### src/rtl/uart_rx.sv
// uart_rx: 8-bit UART receiver with a one-byte holding register.
// Optional even-parity support is enabled by defining UART_RX_PARITY_EN.
// rx must already be synchronised to clk; there is no internal synchroniser.
module uart_rx #(
  parameter int CLKS_PER_BIT = 217
) (
  input  logic       clk,
  input  logic       reset,
  input  logic       rx,
  output logic [7:0] data,
  output logic       data_valid,
  input  logic       data_ready,
  output logic       frame_error,
  output logic       overrun,
  output logic       parity_error
);

  // Timer compare points: mid start bit, then one full bit period per sample.
  localparam logic [15:0] LP_HALF_LAST = 16'(CLKS_PER_BIT / 2 - 1);
  localparam logic [15:0] LP_BIT_LAST  = 16'(CLKS_PER_BIT - 1);

  typedef enum logic [2:0] {
    S_IDLE,
    S_START,
    S_DATA,
`ifdef UART_RX_PARITY_EN
    S_PARITY,
`endif
    S_STOP,
    S_WAIT_IDLE
  } state_t;

  state_t      r_state;
  state_t      w_state_next;
  logic [15:0] r_timer;
  logic [15:0] w_timer_next;
  logic [2:0]  r_bit_idx;
  logic [2:0]  w_bit_idx_next;
  logic [7:0]  r_shift;
  logic [7:0]  w_shift_next;
  logic [7:0]  r_data;
  logic        r_data_valid;
  logic        r_frame_error;
  logic        r_overrun;
  logic        w_frame_done;
  logic        w_stop_low;
  logic        w_parity_bad;
`ifdef UART_RX_PARITY_EN
  logic        r_parity_bit;
  logic        w_parity_bit_next;
  logic        r_parity_error;
`endif

  // State register.
  always_ff @(posedge clk) begin
    if (reset) begin
      r_state <= S_IDLE;
    end else begin
      r_state <= w_state_next;
    end
  end

  // Next-state logic plus bit timing, shifting and stop-bit evaluation.
  always_comb begin
    w_state_next   = r_state;
    w_timer_next   = r_timer + 16'd1;
    w_bit_idx_next = r_bit_idx;
    w_shift_next   = r_shift;
    w_frame_done   = 1'b0;
    w_stop_low     = 1'b0;
    w_parity_bad   = 1'b0;
`ifdef UART_RX_PARITY_EN
    w_parity_bit_next = r_parity_bit;
`endif
    case (r_state)
      S_IDLE: begin
        w_timer_next = 16'd0;
        if (!rx) begin
          w_state_next = S_START;
        end
      end
      S_START: begin
        if (r_timer == LP_HALF_LAST) begin
          w_timer_next = 16'd0;
          // A start bit that is high again at mid-bit was a glitch.
          w_state_next = rx ? S_IDLE : S_DATA;
        end
      end
      S_DATA: begin
        if (r_timer == LP_BIT_LAST) begin
          w_timer_next   = 16'd0;
          w_shift_next   = {rx, r_shift[7:1]};
          w_bit_idx_next = r_bit_idx + 3'd1;
          if (r_bit_idx == 3'd7) begin
            w_bit_idx_next = 3'd0;
`ifdef UART_RX_PARITY_EN
            w_state_next = S_PARITY;
`else
            w_state_next = S_STOP;
`endif
          end
        end
      end
`ifdef UART_RX_PARITY_EN
      S_PARITY: begin
        if (r_timer == LP_BIT_LAST) begin
          w_timer_next      = 16'd0;
          w_parity_bit_next = rx;
          w_state_next      = S_STOP;
        end
      end
`endif
      S_STOP: begin
        if (r_timer == LP_BIT_LAST) begin
          w_timer_next = 16'd0;
`ifdef UART_RX_PARITY_EN
          // Even parity: data bits plus parity bit must XOR to zero.
          w_parity_bad = ^{r_shift, r_parity_bit};
`endif
          if (rx) begin
            w_frame_done = !w_parity_bad;
            w_state_next = S_IDLE;
          end else begin
            w_stop_low   = 1'b1;
            w_state_next = S_WAIT_IDLE;
          end
        end
      end
      S_WAIT_IDLE: begin
        // A low stop bit means the line is not idle; wait for it to recover.
        w_timer_next = 16'd0;
        if (rx) begin
          w_state_next = S_IDLE;
        end
      end
      default: begin
        w_state_next = S_IDLE;
        w_timer_next = 16'd0;
      end
    endcase
  end

  // Datapath registers, holding register handshake and one-cycle flag pulses.
  always_ff @(posedge clk) begin
    if (reset) begin
      r_timer       <= 16'd0;
      r_bit_idx     <= 3'd0;
      r_shift       <= 8'h00;
      r_data        <= 8'h00;
      r_data_valid  <= 1'b0;
      r_frame_error <= 1'b0;
      r_overrun     <= 1'b0;
`ifdef UART_RX_PARITY_EN
      r_parity_bit   <= 1'b0;
      r_parity_error <= 1'b0;
`endif
    end else begin
      r_timer       <= w_timer_next;
      r_bit_idx     <= w_bit_idx_next;
      r_shift       <= w_shift_next;
      r_frame_error <= w_stop_low;
      r_overrun     <= 1'b0;
`ifdef UART_RX_PARITY_EN
      r_parity_bit   <= w_parity_bit_next;
      r_parity_error <= w_parity_bad;
`endif
      if (w_frame_done) begin
        // Load when empty or when the held byte leaves in this same cycle.
        if (!r_data_valid || data_ready) begin
          r_data       <= r_shift;
          r_data_valid <= 1'b1;
        end else begin
          r_overrun <= 1'b1;
        end
      end else if (r_data_valid && data_ready) begin
        r_data_valid <= 1'b0;
      end
    end
  end

  assign data        = r_data;
  assign data_valid  = r_data_valid;
  assign frame_error = r_frame_error;
  assign overrun     = r_overrun;
`ifdef UART_RX_PARITY_EN
  assign parity_error = r_parity_error;
`else
  assign parity_error = 1'b0;
`endif

endmodule

### config.mk
export PLATFORM = sky130hd
export DESIGN_NAME = uart_rx
export DESIGN_NICKNAME = d
export VERILOG_FILES = /design/src/rtl/uart_rx.sv
export SDC_FILE = /design/constraint.sdc
export NUM_CORES = 1
export LEC_CHECK = 0
export ABC_AREA = 1
export CAP_MARGIN = 15
export CORE_MARGIN = 3
export CORE_UTILIZATION = 45
export DETAILED_ROUTE_END_ITERATION = 7
export SLEW_MARGIN = 20
export SYNTH_ARGS = -nofsm -noshare
export SYNTH_HDL_FRONTEND = slang
export SYNTH_SLANG_ARGS = --single-unit
### constraint.sdc
create_clock -name clk -period 3.3 [get_ports clk]
set_input_delay 0.825 -clock clk [delete_from_list [all_inputs] [get_ports clk]]
set_output_delay 0.825 -clock clk [all_outputs]
set_load 0.1 [all_outputs]
==> impl_results.md <==
* Status: complete, no violations
* Max-slew violations at 0
* Crit path launch type: primary input
* Vias per Instance at 4.56
* Root Driver: clkbuf_8
* Reg-to-reg endpoint: r_shift[1]
* Synth-to-Final Area Change at 13.5%
* Level count of the clock H-tree at 2
* Die X at 71.5 um
* Hold Path Depth at 1
* All-layer global routing usage at 15.7%
* Synth Warn # at 0
* Most frequent cells in the layout: 76 x nor2_1, 54 x nand2_1, 41 x dfxtp_1
* CTS hold repair buffers at 0
* Final Cycle Share at 56.5%
* CTS tree: done
* Mapped cell area at 1930 um^2
* Global routing usage on met3 at 4.49%
* First-pass GRT wire length at 6420 um
* DP Area at 2070 um^2
* Worst-path clk slew at 0.08 ns
* Antenna diodes at 0
* Net Count, Synth at 282
* Yosys top cell area share at 42.5%
* Via count at 1554
* Worst min path class: flop to flop
* Post-synth cell types at 31
* Hold EP: r_timer[0]
* Initial antenna violation count at 0
* Max-cap violation count at 0
* Drc violations at 0
* R2R setup slack at 1.55 ns
* Worst R2R Start: r_timer[0]
* Net count, final at 298
* Ratio of cells with drive above 1 in the final layout at 13.7%
* Clock sink count at 41
* Largest area contributor in the netlist: dfxtp_1
* Actual slew at the worst max-slew pin at 0.677 ns
* Final Wtd Congestion at 0.725
* Worst-Skew Late Latency at 0.29 ns
* DR pass1 iterations at 4
* Post-Syn Area per Cell at 7.05 um^2
* CP required at 3.49 ns
* M2 GR Usage at 21.3%
* Final Setup Violations at 0
* Row cnt at 23
* Core area at 4060 um^2
* Clk buf depth at 2
* R2R cell count at 11
* GRT overflow at 0
* DRT antenna net count at 0
* Worst Setup End Kind: flop
* GR peak layer: met1
* Cell area after layout at 2190 um^2
* Die area at 5110 um^2
* Final HPWL DP at 2500 um
* Post-CTS resize count at 0
* Fin. Hold Viols at 0
* Seq/Total Area, Yosys at 42.5%
* Post-layout min period at 1.86 ns
* Setup bufs post-CTS at 0
* I/O Buffers at 14
* Most common cell after layout, fill and taps aside: nor2_1
* Starting density of the core at 47.6%
* Peak VDD IR at 0.296 mV
* Crit path DAT at 2.06 ns
* Post-Synthesis Cells at 274
* WL/cell at 10.3 um
* Seq cells post-synth at 41
* Worst-path fanout max at 16
* Kind of critical path: primary input to flop
* RSZ-0062 raised after global routing: no
* Setup TNS at 0 ns
* Met1 global-route usage at 23.0%
* Slew margin rel. at 54.8%
* Largest net degree at the start of global routing at 23
* Clk_skew at 0.00688 ns
* Drt total wl at 3520 um
* Num ports at 16
* FMAX at 536 MHz
* Hold_sp: r_timer[0]
* Power per Cell Area at 508 nW/um^2
* DR iter-0 viols at 85
* CTS Buf Count at 5
* Vias in the first global route at 1472
* Leakage at 0.00102 uW
* Synth area leaders: dfxtp_1 43%, nor2_1 15%, nand2_1 10%
* Chip Height at 71.5 um
-- metrics by stage --
stage	setup WS, ns	utilization, %	hold slack, ns	instances	total power (uW)
floorplan	1.55	-	0.430	274	671
global placement	1.12	51.0	0.445	333	703
detailed placement	1.13	51.0	0.457	333	703
CTS	1.44	54.0	0.475	341	1130
global route	1.29	54.0	0.493	341	1170
finish	1.44	54.0	0.470	341	1110
-- where the power goes --
part           switching (uW)  total, uW  internal [uW]
registers                22.0        532            510
clock network             176        422            246
logic                     108        158           50.7
total                     305       1110            807
-- cell families (layout without fill, tap and decap cells) --
kind of cell / Yosys count / after routing / share of synthesized area, %
AND/OR/NAND/NOR: 156 / 156 / 34.9
adder cells (fa/ha/maj): 4 / 4 / 2.59
other: 1 / 1 / 0.194
XOR/XNOR: 9 / 9 / 4.08
flip-flops: 41 / 41 / 42.5
buffers and inverters: 43 / 60 / 9.40
AO/OA/AOI/OAI: 20 / 20 / 6.29
-- synthesized netlist by cell type, drive strengths merged --
| master | instances |
|---|---|
| inv | 36 |
| nor4 | 1 |
| o21ai | 13 |
| nor3 | 4 |
| dfxtp | 41 |
| o211ai | 3 |
| a21oi | 2 |
| xnor2 | 3 |
| nand3b | 1 |
| xor2 | 6 |
| conb | 1 |
| buf | 6 |
| ha | 4 |
| nand3 | 9 |
| o21bai | 2 |
| clkinv | 1 |
| nand4 | 3 |
| nand2 | 59 |
| nor2 | 79 |
-- layer usage --
layer / vias up / part of all wire (%)
met1: 671 / 56
li1: 866 / -
met3: 2 / 3.4
met2: 15 / 40
met5: - / 0
met4: 0 / 0.85
-- layout make-up --
type                            instances  area, um^2
Fill cell                             417        1870
Multi-Input combinational cell        190         928
Sequential cell                        41         821
Inverter                               37         139
Timing Repair Buffer                   15         120
Clock buffer                            6        82.6
Tap cell                               50        62.6
Clock inverter                          2        37.5
-- registers in the layout (all words and copies together) (netlist names) --
name,count
overrun,1
frame_error,1
r_bit_idx,3
r_timer,16
data,8
data_valid,1
r_shift,8
r_state,3
-- how the worst max path moves through the flow --
stage / from / to / slack, ns
3_3_place_gp: rx / r_state[1] / 1.12
4_1_cts: rx / data[5] / 1.44
2_1_floorplan: data[0] / data[0] / 1.55
6_report: rx / data[0] / 1.44
3_5_place_dp: rx / data[5] / 1.13
5_1_grt: r_timer[11] / r_shift[5] / 1.29
-- worst max-delay path, stage by stage --
cell             delay, ns
clkdlybuf4s50_1       0.55
inv_1                 0.12
nor2_4                0.15
nand3b_4              0.20
nor2_1                0.15
nor2_1                0.06
No activity file was read; power rests on OpenSTA's default activity.
